--- src/rtl/temporizador_regressivo.sv ---
// Loadable countdown timer: a preset value is decremented once per prescaled tick while
// enabled, pausable mid-tick, with a sticky expiry level and a one-cycle expiry pulse.
module temporizador_regressivo #(
    parameter int M_TICK = 50_000_000,
    parameter int N_TICK = 26,
    parameter int N      = 7
) (
    input  logic          clock,
    input  logic          zera,
    input  logic          carrega,
    input  logic [N-1:0]  valor,
    input  logic          conta,
    output logic [N-1:0]  Q,
    output logic          tick,
    output logic          fim_pulso,
    output logic          fim,
    output logic [1:0]    db_estado
);

    // Handshake: none; carrega and conta are plain levels sampled on every rising edge.
    typedef enum logic [1:0] {
        OCIOSO   = 2'b00,
        PAUSADO  = 2'b01,
        CONTANDO = 2'b10,
        ESGOTADO = 2'b11
    } estado_t;

    localparam logic [N_TICK-1:0] P_MAX = N_TICK'(M_TICK - 1);

    estado_t           r_estado;
    logic [N-1:0]      r_q;
    logic [N_TICK-1:0] r_p;
    logic              r_tick;
    logic              r_fim_pulso;

    estado_t           w_estado_next;
    logic [N-1:0]      w_q_next;
    logic [N_TICK-1:0] w_p_next;
    logic              w_tick_next;
    logic              w_fim_pulso_next;

    always_ff @(posedge clock or posedge zera) begin
        if (zera) begin
            r_estado    <= OCIOSO;
            r_q         <= '0;
            r_p         <= '0;
            r_tick      <= 1'b0;
            r_fim_pulso <= 1'b0;
        end else begin
            r_estado    <= w_estado_next;
            r_q         <= w_q_next;
            r_p         <= w_p_next;
            r_tick      <= w_tick_next;
            r_fim_pulso <= w_fim_pulso_next;
        end
    end

    always_comb begin
        w_estado_next    = r_estado;
        w_q_next         = r_q;
        w_p_next         = r_p;
        w_tick_next      = 1'b0;
        w_fim_pulso_next = 1'b0;

        if (carrega) begin
            // A load discards any prescaler match that would have landed on this edge.
            w_q_next = valor;
            w_p_next = '0;
            if (valor != '0) begin
                w_estado_next = PAUSADO;
            end else begin
                w_estado_next    = ESGOTADO;
                w_fim_pulso_next = 1'b1;
            end
        end else begin
            case (r_estado)
                OCIOSO: begin
                    w_estado_next = OCIOSO;
                end
                PAUSADO: begin
                    if (conta) begin
                        w_estado_next = CONTANDO;
                    end
                end
                CONTANDO: begin
                    if (!conta) begin
                        // Partial tick is kept so a pause does not stretch the period.
                        w_estado_next = PAUSADO;
                    end else if (r_p == P_MAX) begin
                        w_p_next    = '0;
                        w_q_next    = r_q - N'(1);
                        w_tick_next = 1'b1;
                        if (r_q == N'(1)) begin
                            w_estado_next    = ESGOTADO;
                            w_fim_pulso_next = 1'b1;
                        end
                    end else begin
                        w_p_next = r_p + N_TICK'(1);
                    end
                end
                ESGOTADO: begin
                    w_q_next = '0;
                    w_p_next = '0;
                end
                default: begin
                    w_estado_next = OCIOSO;
                end
            endcase
        end
    end

    assign Q         = r_q;
    assign tick      = r_tick;
    assign fim_pulso = r_fim_pulso;
    assign fim       = (r_estado == ESGOTADO);
    assign db_estado = r_estado;

endmodule

--- config.mk ---
export PLATFORM = sky130hd
export DESIGN_NAME = temporizador_regressivo
export DESIGN_NICKNAME = d
export VERILOG_FILES = /design/src/rtl/temporizador_regressivo.sv
export SDC_FILE = /design/constraint.sdc
export NUM_CORES = 1
export LEC_CHECK = 0
export BUFFER_PORTS_ARGS = -buffer_cell sky130_fd_sc_hd__buf_4
export CAP_MARGIN = 30
export CELL_PAD_IN_SITES_DETAIL_PLACEMENT = 0
export CELL_PAD_IN_SITES_GLOBAL_PLACEMENT = 1
export CORE_MARGIN = 5
export CORE_UTILIZATION = 47
export CTS_BUF_LIST = sky130_fd_sc_hd__clkbuf_8
export DETAILED_ROUTE_END_ITERATION = 8
export GPL_ROUTABILITY_DRIVEN = 0
export GPL_TIMING_DRIVEN = 0
export HOLD_SLACK_MARGIN = 0.1
export PLACE_DENSITY_LB_ADDON = 0.1
export SYNTH_ARGS = -nofsm -noshare
export SYNTH_HDL_FRONTEND = slang
export SYNTH_SLANG_ARGS = --single-unit
export TNS_END_PERCENT = 1
--- constraint.sdc ---
create_clock -name clock -period 3.2 [get_ports clock]
set_clock_uncertainty 0.2 [all_clocks]
set_input_delay 0.96 -clock clock [delete_from_list [all_inputs] [get_ports clock]]
set_output_delay 0.96 -clock clock [all_outputs]
set_load 0.02 [all_outputs]
==> impl_metrics.env <==
export IMPL_outcome="finished clean"
export IMPL_rsz0062_at_grt="false"
export IMPL_synthCells=244
export IMPL_n_antenna_cell=0
export IMPL_yosysSeqAreaShare_pct=41.7
export IMPL_initial_core_util_pct=47.6
export IMPL_critPathRequiredTime_ns=3.22
export IMPL_dieWidth_um=78.7
export IMPL_post_cts_setup_buffers=0
export IMPL_cap_violations=0
export IMPL_internal_power_uw=874
export IMPL_synth_top_family_by_area="simple AND/OR/NAND/NOR gates"
export IMPL_cts_resized=0
export IMPL_first_pass_iters=4
export IMPL_cts_buffer_depth=2
export IMPL_grtUsageTotal_pct=18.1
export IMPL_switchingPower_uw=517
export IMPL_slew_limit_headroom_pct=45.0
export IMPL_cp_slowest_stage_delay_ns=0.76
export IMPL_grt_ovfl_total=0
export IMPL_grt_antenna_before_repair=0
export IMPL_vias=1895
export IMPL_insertion_delay_ns=0.29
export IMPL_hold_violations=0
export IMPL_layout_min_cycle_time_ns=2.64
export IMPL_p_per_area_nw_per_um2=547
export IMPL_wl_per_cell_um=15.6
export IMPL_fmax_mhz=378
export IMPL_synth_edf_count=0
export IMPL_core_um2=4660
export IMPL_cts_tree="yes"
export IMPL_yosys_top_cells_count="nor2_1 (38), dfrtp_1 (37), inv_1 (14), o21ai_0 (14), xnor2_1 (14)"
export IMPL_yosys_area_share_xor_xnor_pct=5.92
export IMPL_ys_top_cells_by_area="dfrtp_1 (42%), nor2_1 (6.4%), xnor2_1 (5.5%), ha_1 (3.9%), o21ai_0 (3.2%)"
export IMPL_setup_violations=0
export IMPL_netlist_area_um2=2220
export IMPL_drt_iter0_drc=100
export IMPL_synth_nets=262
export IMPL_synth_mux_area_share_pct=0.451
export IMPL_worstSetupPathType="in -> reg"
export IMPL_yosys_area_share_adder_pct=3.95
export IMPL_ios=23
export IMPL_ant_nets=0
export IMPL_drc_errors=0
export IMPL_synth_main_ff_cell="dfrtp_1"
export IMPL_grt_pass1_vias=1809
export IMPL_path_cells="buf_4 > and2_0 > o311ai_2 > nor4_2 > a31o_2 > a21oi_1"
export IMPL_cts_root_buf="clkbuf_8"
export IMPL_num_rows=25
export IMPL_cp_max_fo=9
export IMPL_synth_most_common_cell="nor2_1"
export IMPL_cts_made_buffers=5
export IMPL_worst_slew_pin_slew_ns=0.824
export IMPL_ys_seq_elements=37
export IMPL_synth_top_area_share_pct=41.7
export IMPL_avgSynthCellArea_um2=9.10
export IMPL_pwr_share_clk_pct=23.7
export IMPL_grt_max_degree=38
export IMPL_combPwrFrac_pct=34.9
export IMPL_fin_crit_sh_pct=82.6
export IMPL_switching_share_pct=37.1
export IMPL_die_h_um=78.7
export IMPL_ys_warn_count=0
export IMPL_port_buffers=22
export IMPL_numClockSinks=37
export IMPL_max_vdd_ir_drop_v=0.000362
export IMPL_p_leak_uw=0.00109
export IMPL_synth_simple_area_share_pct=27.9
export IMPL_wirelength_mm=5.13
export IMPL_slowest_stage="o311ai_2"
export IMPL_h_tree_depth=2
export IMPL_ys_types=51
export IMPL_start_kind="primary input"
export IMPL_final_max_slew_violation_count=0
export IMPL_vias_per_cell=5.78
export IMPL_synth_top_cell_by_area="dfrtp_1"
export IMPL_end_kind="register"
export IMPL_synth_compound_area_share_pct=15.8
export IMPL_hpwl_mm=3.75
export IMPL_nFillCells=437
export IMPL_path_clk_slew_ns=0.07
export IMPL_hold_worst_slack_ns=0.312
export IMPL_drive_gt1_share_pct=16.4
export IMPL_fin_util_pct=54.6
export IMPL_synth_async_sr_flop_share_pct=100
export IMPL_seqPwrFrac_pct=41.3
export IMPL_layout_nets=292
export IMPL_hold_path_class="reg -> reg"
export IMPL_grt_pass1_wl_mm=8.96
export IMPL_cts_hold_buf=0
export IMPL_cp_data_arrival_time_ns=2.66
export IMPL_dieArea_um2=6200
export IMPL_areaGrowthSynthToFinish_pct=14.6
metrics by stage:
stage	std cells	TNS [ns]	worst slack (ns)	area [um2]	total power, uW
2_1_floorplan	244	0	0.639	2220	901
3_3_place_gp	320	-0.264	-0.0593	2450	1070
3_5_place_dp	321	0	0.227	2460	1070
4_1_cts	328	0	0.534	2540	1400
5_1_grt	328	0	0.376	2540	1500
6_report	328	0	0.556	2540	1390
power groups by stage:
stage	clock network (uW)	registers, uW	logic (uW)
global placement	0	583	486
finish	330	575	486
global route	366	585	549
CTS	337	575	489
floorplan	0	626	275
detailed placement	0	584	486
state kept, by name (all words and copies together) (netlist names):
signal     flops
tick           1
Q              7
db_estado      2
r_p           26
fim_pulso      1
path summary, 6_finish.rpt:
kind,startpoint,endpoint,slack [ns],cells past startpoint
max,conta,r_p[23],0.56,6
min,r_p[6],r_p[6],0.31,1
max reg2reg,db_estado[0],r_p[23],0.56,7
min reg2reg,r_p[6],r_p[6],0.31,1
max in group asynchronous,zera,r_p[25],1.66,2
min in group asynchronous,zera,r_p[0],0.62,2
metal layers:
layer | wire [um] | vias up | track usage (%)
met5 | 0 | - | 0
met4 | 44 | 0 | 4.20
met3 | 205 | 6 | 4.65
met2 | 2230 | 34 | 26.5
met1 | 2650 | 912 | 26.7
li1 | - | 943 | -
cell families after synthesis:
family,count (synthesis)
AND/OR/NAND/NOR,111
AO/OA/AOI/OAI,50
flip-flops,37
buffers and inverters,23
XOR/XNOR,15
adder cells (fa/ha/maj),7
multiplexers,1
cell usage in the layout, fill, tap and decap left out, drive strengths merged, types with 2 or more instances in the layout:
| cell | instances |
|---|---|
| a22o | 2 |
| nor4 | 9 |
| a21o | 2 |
| inv | 15 |
| nand3 | 12 |
| nor3 | 10 |
| o31ai | 4 |
| a31oi | 3 |
| and3 | 8 |
| a32oi | 2 |
| buf | 24 |
| xnor2 | 14 |
| and4 | 2 |
| o211ai | 2 |
| a22oi | 2 |
| a21oi | 10 |
| o21ai | 14 |
| o311ai | 2 |
| nand4 | 6 |
| dfrtp | 37 |
| ha | 7 |
| or2 | 2 |
| or4b | 3 |
| nand2 | 12 |
| clkbuf | 14 |
| nor2 | 39 |
critical path: cells and delay by family:
family	cells	cell delay (ns)
simple gates	2	0.41
compound gates	3	1.16
buf+inv	1	0.13
final cells by class:
class                           count  area (um2)  area share, %
Buffer                              9        41.3           1.62
Clock buffer                        6        82.6           3.25
Tap cell                           54        67.6           2.66
Timing Repair Buffer               23         170           6.69
Clock inverter                      1        3.75          0.148
Multi-Input combinational cell    184        1200           47.2
Sequential cell                    37         926           36.4
Inverter                           14        52.6           2.07
No activity file was read; power rests on OpenSTA's default activity.
